[src/rtl/apb_master_bridge.sv]
// APB3 requester: turns a valid/ready command into one SETUP/ACCESS transfer at a time,
// bounds PREADY wait states with a saturating timeout and returns status on a response channel.
module apb_master_bridge #(
  parameter int APB_AW         = 10,
  parameter int APB_DW         = 32,
  parameter int TIMEOUT_CYCLES = 255
) (
  input  logic              clk_in,
  input  logic              reset_int,
  input  logic              cmd_valid,
  output logic              cmd_ready,
  input  logic [APB_AW-1:0] cmd_addr,
  input  logic              cmd_write,
  input  logic [APB_DW-1:0] cmd_wdata,
  output logic              rsp_valid,
  input  logic              rsp_ready,
  output logic [APB_DW-1:0] rsp_rdata,
  output logic              rsp_err,
  output logic              rsp_timeout,
  output logic [APB_AW-1:0] PADDR,
  output logic              PSEL,
  output logic              PENABLE,
  output logic              PWRITE,
  output logic [APB_DW-1:0] PWDATA,
  input  logic [APB_DW-1:0] PRDATA,
  input  logic              PREADY,
  input  logic              PSLVERR
);

  localparam int               CNT_W      = (TIMEOUT_CYCLES > 0) ? $clog2(TIMEOUT_CYCLES + 1) : 1;
  localparam bit               TIMEOUT_EN = (TIMEOUT_CYCLES > 0);
  localparam logic [CNT_W-1:0] CNT_LAST   = CNT_W'(TIMEOUT_CYCLES - 1);
  localparam logic [CNT_W-1:0] CNT_MAX    = {CNT_W{1'b1}};
  localparam logic [CNT_W-1:0] CNT_ONE    = CNT_W'(1);

  typedef enum logic [1:0] {
    ST_IDLE   = 2'd0,
    ST_SETUP  = 2'd1,
    ST_ACCESS = 2'd2,
    ST_RESP   = 2'd3
  } state_e;

  state_e              state_q, state_d;
  logic [APB_AW-1:0]   paddr_q, paddr_d;
  logic                pwrite_q, pwrite_d;
  logic [APB_DW-1:0]   pwdata_q, pwdata_d;
  logic                psel_q, psel_d;
  logic                penable_q, penable_d;
  logic                cmd_ready_q, cmd_ready_d;
  logic                rsp_valid_q, rsp_valid_d;
  logic [APB_DW-1:0]   rsp_rdata_q, rsp_rdata_d;
  logic                rsp_err_q, rsp_err_d;
  logic                rsp_timeout_q, rsp_timeout_d;
  logic [CNT_W-1:0]    cnt_q, cnt_d;
  logic                timeout_hit;

  // Next-state and next-output computation for the transfer sequencer.
  always_comb begin
    state_d       = state_q;
    paddr_d       = paddr_q;
    pwrite_d      = pwrite_q;
    pwdata_d      = pwdata_q;
    psel_d        = psel_q;
    penable_d     = penable_q;
    cmd_ready_d   = cmd_ready_q;
    rsp_valid_d   = rsp_valid_q;
    rsp_rdata_d   = rsp_rdata_q;
    rsp_err_d     = rsp_err_q;
    rsp_timeout_d = rsp_timeout_q;
    cnt_d         = cnt_q;
    timeout_hit   = TIMEOUT_EN && (cnt_q == CNT_LAST);

    case (state_q)
      ST_IDLE: begin
        if (cmd_valid) begin
          paddr_d     = cmd_addr;
          pwrite_d    = cmd_write;
          pwdata_d    = cmd_write ? cmd_wdata : '0;
          psel_d      = 1'b1;
          penable_d   = 1'b0;
          cmd_ready_d = 1'b0;
          state_d     = ST_SETUP;
        end else begin
          cmd_ready_d = 1'b1;
        end
      end
      ST_SETUP: begin
        penable_d = 1'b1;
        cnt_d     = '0;
        state_d   = ST_ACCESS;
      end
      ST_ACCESS: begin
        // A ready slave wins over a timeout expiring in the same cycle.
        if (PREADY) begin
          rsp_rdata_d   = pwrite_q ? '0 : PRDATA;
          rsp_err_d     = PSLVERR;
          rsp_timeout_d = 1'b0;
          psel_d        = 1'b0;
          penable_d     = 1'b0;
          rsp_valid_d   = 1'b1;
          state_d       = ST_RESP;
        end else if (timeout_hit) begin
          rsp_rdata_d   = '0;
          rsp_err_d     = 1'b1;
          rsp_timeout_d = 1'b1;
          psel_d        = 1'b0;
          penable_d     = 1'b0;
          rsp_valid_d   = 1'b1;
          state_d       = ST_RESP;
        end else begin
          cnt_d = (cnt_q == CNT_MAX) ? cnt_q : cnt_q + CNT_ONE;
        end
      end
      ST_RESP: begin
        if (rsp_ready) begin
          rsp_valid_d = 1'b0;
          cmd_ready_d = 1'b1;
          state_d     = ST_IDLE;
        end else begin
          state_d = ST_RESP;
        end
      end
      default: begin
        psel_d      = 1'b0;
        penable_d   = 1'b0;
        rsp_valid_d = 1'b0;
        cmd_ready_d = 1'b1;
        state_d     = ST_IDLE;
      end
    endcase
  end

  // State and output registers with synchronous reset.
  always_ff @(posedge clk_in) begin
    if (reset_int) begin
      state_q       <= ST_IDLE;
      paddr_q       <= '0;
      pwrite_q      <= 1'b0;
      pwdata_q      <= '0;
      psel_q        <= 1'b0;
      penable_q     <= 1'b0;
      cmd_ready_q   <= 1'b1;
      rsp_valid_q   <= 1'b0;
      rsp_rdata_q   <= '0;
      rsp_err_q     <= 1'b0;
      rsp_timeout_q <= 1'b0;
      cnt_q         <= '0;
    end else begin
      state_q       <= state_d;
      paddr_q       <= paddr_d;
      pwrite_q      <= pwrite_d;
      pwdata_q      <= pwdata_d;
      psel_q        <= psel_d;
      penable_q     <= penable_d;
      cmd_ready_q   <= cmd_ready_d;
      rsp_valid_q   <= rsp_valid_d;
      rsp_rdata_q   <= rsp_rdata_d;
      rsp_err_q     <= rsp_err_d;
      rsp_timeout_q <= rsp_timeout_d;
      cnt_q         <= cnt_d;
    end
  end

  assign cmd_ready   = cmd_ready_q;
  assign rsp_valid   = rsp_valid_q;
  assign rsp_rdata   = rsp_rdata_q;
  assign rsp_err     = rsp_err_q;
  assign rsp_timeout = rsp_timeout_q;
  assign PADDR       = paddr_q;
  assign PSEL        = psel_q;
  assign PENABLE     = penable_q;
  assign PWRITE      = pwrite_q;
  assign PWDATA      = pwdata_q;

endmodule
[config.mk]
export PLATFORM = sky130hd
export DESIGN_NAME = apb_master_bridge
export DESIGN_NICKNAME = d
export VERILOG_FILES = /design/src/rtl/apb_master_bridge.sv
export SDC_FILE = /design/constraint.sdc
export NUM_CORES = 1
export LEC_CHECK = 0
export CELL_PAD_IN_SITES_DETAIL_PLACEMENT = 0
export CELL_PAD_IN_SITES_GLOBAL_PLACEMENT = 1
export CORE_MARGIN = 5
export CORE_UTILIZATION = 26
export DETAILED_ROUTE_END_ITERATION = 8
export PLACE_DENSITY_LB_ADDON = 0.1
export SYNTH_ARGS = -nofsm -noshare
export SYNTH_HDL_FRONTEND = slang
export SYNTH_SLANG_ARGS = --single-unit
[constraint.sdc]
create_clock -name clk_in -period 1.8 [get_ports clk_in]
set_input_delay 0.36 -clock clk_in [delete_from_list [all_inputs] [get_ports clk_in]]
set_output_delay 0.36 -clock clk_in [all_outputs]
set_load 0.01 [all_outputs]
After elaboration in Yosys (flattened, before gate mapping)

Index checks and enable logic that the tools add are counted.

Bits in registers: 91
Input port bits: 81
Output and inout bits: 81

Add/sub/neg operators: 1
Eq/ne operators: 11
Multiplexer cells: 28
Reductions and logical operators: 15

Operators with widths:

| operator                                                        | count |
|---|---|
| 32-bit two-way mux                                              | 4 |
| 8-bit two-way mux                                               | 3 |
| 8-bit == test, second input constant                            | 2 |
| 8-bit one-hot mux with 2 select lines                           | 1 |
| 1-bit two-way mux                                               | 11 |
| 2-bit != test, second input constant                            | 5 |
| 2-bit nonzero test                                              | 5 |
| 3-bit AND reduction                                             | 3 |
| 8-bit by 1-bit adder with 8-bit output, second input constant   | 1 |
| 2-bit two-way mux                                               | 4 |
| 2-bit one-hot mux with 4 select lines                           | 1 |
| 2-bit AND reduction                                             | 4 |
| 1-bit one-hot mux with 2 select lines                           | 3 |
| 2-bit == test, second input constant                            | 2 |
| 4-bit AND reduction                                             | 1 |
| 3-bit != test, second input constant                            | 1 |
| 1-bit one-hot mux with 3 select lines                           | 1 |
| 3-bit nonzero test                                              | 1 |
| 2-bit by 1-bit == test with 1-bit output, second input constant | 1 |
| 2-bit zero test                                                 | 1 |

Logic depth before layout (Yosys ltp)

Word-level depth: 5
Gate-level depth with buffers: 7

Worst setup path after synthesis

No wires, ideal clock.

Path kind: reg2reg
From: reg cnt_q[0]
To: reg cnt_q[7]
Library setup time: 0.074 ns
Arrival: 1.636 ns
Data required time: 1.726 ns
Slack: 0.090 ns
Stages on the path, launching flop included: 7
Path buffers: 0
Clock period less this slack: 1.710 ns
Cells stage by stage: dfxtp_1 -> inv_1 -> ha_1 -> o211ai_1 -> o21ai_2 -> or4_1 -> a31oi_1

Word-level cells in the longest chain between the ends: 5

Ends and longest elaborated chain:

| element                                | line | text |
|---|---|---|
| start: declaration                     | 54   | `logic [CNT_W-1:0] cnt_q, cnt_d;` |
| start signal: assignment               | 160  | `cnt_q <= cnt_d;` |
| 8-bit by 1-bit adder with 8-bit output | 111  | `cnt_d = (cnt_q == CNT_MAX) ? cnt_q : cnt_q + CNT_ONE;` |
| 8-bit two-way mux                      | 111  |  |
| 8-bit two-way mux                      | 102  | `end else if (timeout_hit) begin` |
| 8-bit two-way mux                      | 94   | `if (PREADY) begin` |
| 8-bit one-hot mux with 2 select lines  | 73   | `case (state_q)` |

Several ways; a longest one is shown, not always the timed one. The select of a mux whose other input is x is not followed.
A chain may end at the register's enable or synchronous reset.

Worst setup path in the final report

From: reg state_q[1]
To: reg rsp_rdata_q[4] (netlist: rsp_rdata[4])

Word-level cells in the longest chain between the ends: 2

Ends and longest elaborated chain:

| element                       | line | text |
|---|---|---|
| start: declaration            | 43   | `state_e state_q, state_d;` |
| start signal: assignment      | 149  | `state_q <= state_d;` |
| 2-bit == test                 | 73   |  |
| 2-bit AND reduction (no line) | --   |  |
| end signal: assignment        | 157  | `rsp_rdata_q <= rsp_rdata_d;` |
| end: declaration              | 51   | `logic [APB_DW-1:0] rsp_rdata_q, rsp_rdata_d;` |

Every way passes these cells.

==> impl_metrics.yaml <==
die:
  die_h_um: 123
  fp-row-count: 41
  dieArea_um2: 15200
  initial_core_util_pct: 26.5
  die_w_um: 123
  io_pins: 162
  coreArea_um2: 12600
clock_network:
  cts_tree: "done"
  htree_levels: 3
  path_clk_slew_ns: 0.06
  insertion_delay_ns: 0.34
  cts_buffer_depth: 2
  cts.sinks: 91
  ctsRootBufferMaster: "clkbuf_16"
  cts-buffers-inserted: 9
setup_path:
  r2r-start: "state_q[1]"
  crit_required_ns: 2.08
  worstPathArrival_ns: 1.96
  cp-start-kind: "flip-flop"
  rr_worst_depth: 6
  max_stage_delay_ns: 0.45
  crit_type: "flip-flop to flip-flop"
  crit_path_cell_trace: "nor2b_1 > buf_4 > nand2_1 > nor3_4 > buf_12 > a22o_1"
  r2r_end: "rsp_rdata[4]"
  critPathMaxFanout: 32
  cp_slowest_cell: "dfxtp_1"
  cp-end-kind: "flip-flop"
  ff2ff_setup_slack_ns: 0.11
routing:
  via_per_inst: 4.59
  wl_um: 10700
  num_vias: 3216
  first_pass_iters: 4
  drc_errors: 0
  drtIter0Drc: 183
  drtAntennaViolNets: 0
  wl_per_cell_um: 15.3
global_routing:
  grtUsageMet2_pct: 20.3
  grt_first_pass_wirelength_um: 16100
  antenna_found_initial: 0
  grt_util_all_layers_pct: 13.7
  grt_remaining_overflow: 0
  grt.busiest_layer: "met2"
  grt_max_degree: 45
  use_met1_pct: 18.1
  grt_pass1_vias: 3008
  met3_usage_pct: 5.17
synthesis:
  yosysSeqAreaShare_pct: 54.8
  avgSynthCellArea_um2: 9.24
  netlist_top_cells_area: "dfxtp_1 (55%), a22o_1 (8.7%), a21oi_1 (7.2%), nand2_1 (7.2%), nand3_1 (6.2%)"
  synth_top_area_share_pct: 54.8
  yosysWarningCount: 0
  netlist_instances: 360
  synth_seq_cells: 91
  synth_top_area_cell: "dfxtp_1"
  post_synth_instance_area_um2: 3330
  syn_nets: 443
  ys_types: 38
timing:
  min_period_ns: 1.69
  rsz0062_at_grt: "no"
  slew_headroom_pct: 76.8
  worstMarginPinSlew_ns: 0.347
  hold_ws_ns: 0.374
  setup_violations: 0
  hold_viol_final: 0
  slew_viol_final: 0
  fin_crit_sh_pct: 93.7
  skew_ns: 0.00572
  timing.fmax_ghz: 0.593
min_path:
  holdPathStages: 2
  min_to: "cnt_q[7]"
  hold_path_startpoint: "reset_int"
  hp-class: "primary input to flip-flop"
place:
  gp_congestion: 0.806
  hpwl_um: 7480
  port_buffers: 161
  post_dp_cell_area_um2: 5240
pwr:
  powerDensity_nw_per_um2: 867
  ir_worst_vdd_v: 0.000390
  total_power_mw: 4.80
  p_leak_nw: 1.97
finish:
  drive_gt1_share_pct: 8.90
  area.growth.synth_to_final_pct: 66.5
  diodes: 0
  nets: 606
  fin_area_um2: 5540
run:
  maxCapViolCount: 0
status:
  status: "finished, final reports clean"
power by group:
| group | internal [mW] | switching (mW) | total, mW |
|---|---|---|---|
| logic | 0.426 | 0.329 | 0.755 |
| registers | 2.11 | 0.0544 | 2.16 |
| clock network | 1.11 | 0.778 | 1.89 |
registers in the layout (all words and copies together), names as in the netlist, 2 cells and up:
register	cells
PWDATA	32
PADDR	10
cnt_q	8
state_q	2
rsp_rdata	32
cells in the mapped netlist:
| master | count |
|---|---|
| or3_1 | 1 |
| nand3_1 | 41 |
| o21a_1 | 1 |
| o21ai_0 | 4 |
| o211ai_1 | 4 |
| nand2b_1 | 3 |
| a21oi_1 | 48 |
| o311ai_0 | 1 |
| buf_1 | 1 |
| a22oi_1 | 1 |
| nand4_2 | 1 |
| nor3b_4 | 1 |
| nor3_1 | 2 |
| clkbuf_1 | 14 |
| o31a_1 | 1 |
| o31ai_4 | 1 |
| and3_1 | 3 |
| a21boi_0 | 1 |
| o21ai_2 | 1 |
| inv_1 | 6 |
| buf_2 | 12 |
| buf_6 | 1 |
| a22o_1 | 33 |
| o2111ai_1 | 1 |
| nor3_2 | 2 |
| a31oi_1 | 2 |
| nor2_1 | 6 |
| a211oi_1 | 1 |
| mux2_2 | 2 |
| or4_1 | 1 |
| dfxtp_1 | 91 |
| nor3b_1 | 1 |
| nor2b_1 | 1 |
| ha_1 | 2 |
| and4bb_2 | 1 |
| nand2_1 | 64 |
| a21oi_2 | 1 |
| nand4_1 | 2 |
stage by stage:
stage          worst slack [ns]  setup TNS (ns)  std cells  utilization [%]
6_report                  0.114               0        700             44.1
5_1_grt                0.000375               0        700             44.1
4_1_cts                  0.0739               0        700             44.0
3_5_place_dp            -0.0894           -1.93        684             41.7
3_3_place_gp            -0.0841           -1.17        684             41.7
2_1_floorplan            0.0896               0        360                -
cells by family (layout without fill, tap and decap cells):
| family | Yosys count | count (layout) | synth area share (%) |
|---|---|---|---|
| buffers and inverters | 34 | 202 | 4.51 |
| adder cells (fa/ha/maj) | 2 | 2 | 0.752 |
| AND/OR/NAND/NOR | 130 | 130 | 18.6 |
| AO/OA/AOI/OAI | 101 | 101 | 20.7 |
| multiplexers | 2 | 2 | 0.677 |
| flip-flops | 91 | 91 | 54.8 |
placed cells by master (no fill, tap or decap), types with 2 or more instances in the layout:
cell type	n
mux2_2	2
nor2_1	6
clkbuf_16	9
nand3_1	41
dfxtp_1	90
nand2_1	64
o21ai_0	4
and3_1	3
nor3_1	2
o211ai_1	4
buf_4	14
buf_12	5
inv_1	6
nand4_1	2
nand2b_1	3
clkdlybuf4s50_1	160
a31oi_1	2
a22o_1	33
a21oi_1	48
nor3_4	2
clkinv_2	3
critical path: cells and delay by family (launching register included):
family,cells,cell delay (ns)
buf+inv,2,0.41
simple gates,3,0.57
compound gates,1,0.17
flops,1,0.45
area by class of cell:
class,count,area (um2)
fill,1262,7030
sequential,91,1820
timing repair buffer,180,1810
multi-input combinational,235,1370
clock buffer,11,243
tap,172,215
clock inverter,5,52.6
inverter,6,22.5
timing repair:
action / in CTS / in global routing
setup endpoints to repair: 0 / 2
setup buffers: 0 / 0
hold buffers: 0 / 0
gates resized for setup: 0 / 3
worst max-delay path by stage:
stage,endpoint,slack [ns],startpoint
final,rsp_rdata[4],0.11,state_q[1]
after global routing,rsp_rdata[22],0.0004,state_q[1]
after CTS,PWRITE,0.07,PWRITE
after detailed placement,cnt_q[7],-0.09,PREADY
after global placement,cnt_q[7],-0.08,PREADY
after floorplan,cnt_q[7],0.09,cnt_q[0]
per-layer routing:
layer  share of wire [%]  routed length [um]  vias up
met5                   0                   0        -
li1                    -                   -     1601
met2                  43                4610      116
met3                 9.2                 986       13
met4                 1.6                 170        0
met1                  46                4920     1486
Note: power is estimated with default switching activity, not from simulation.
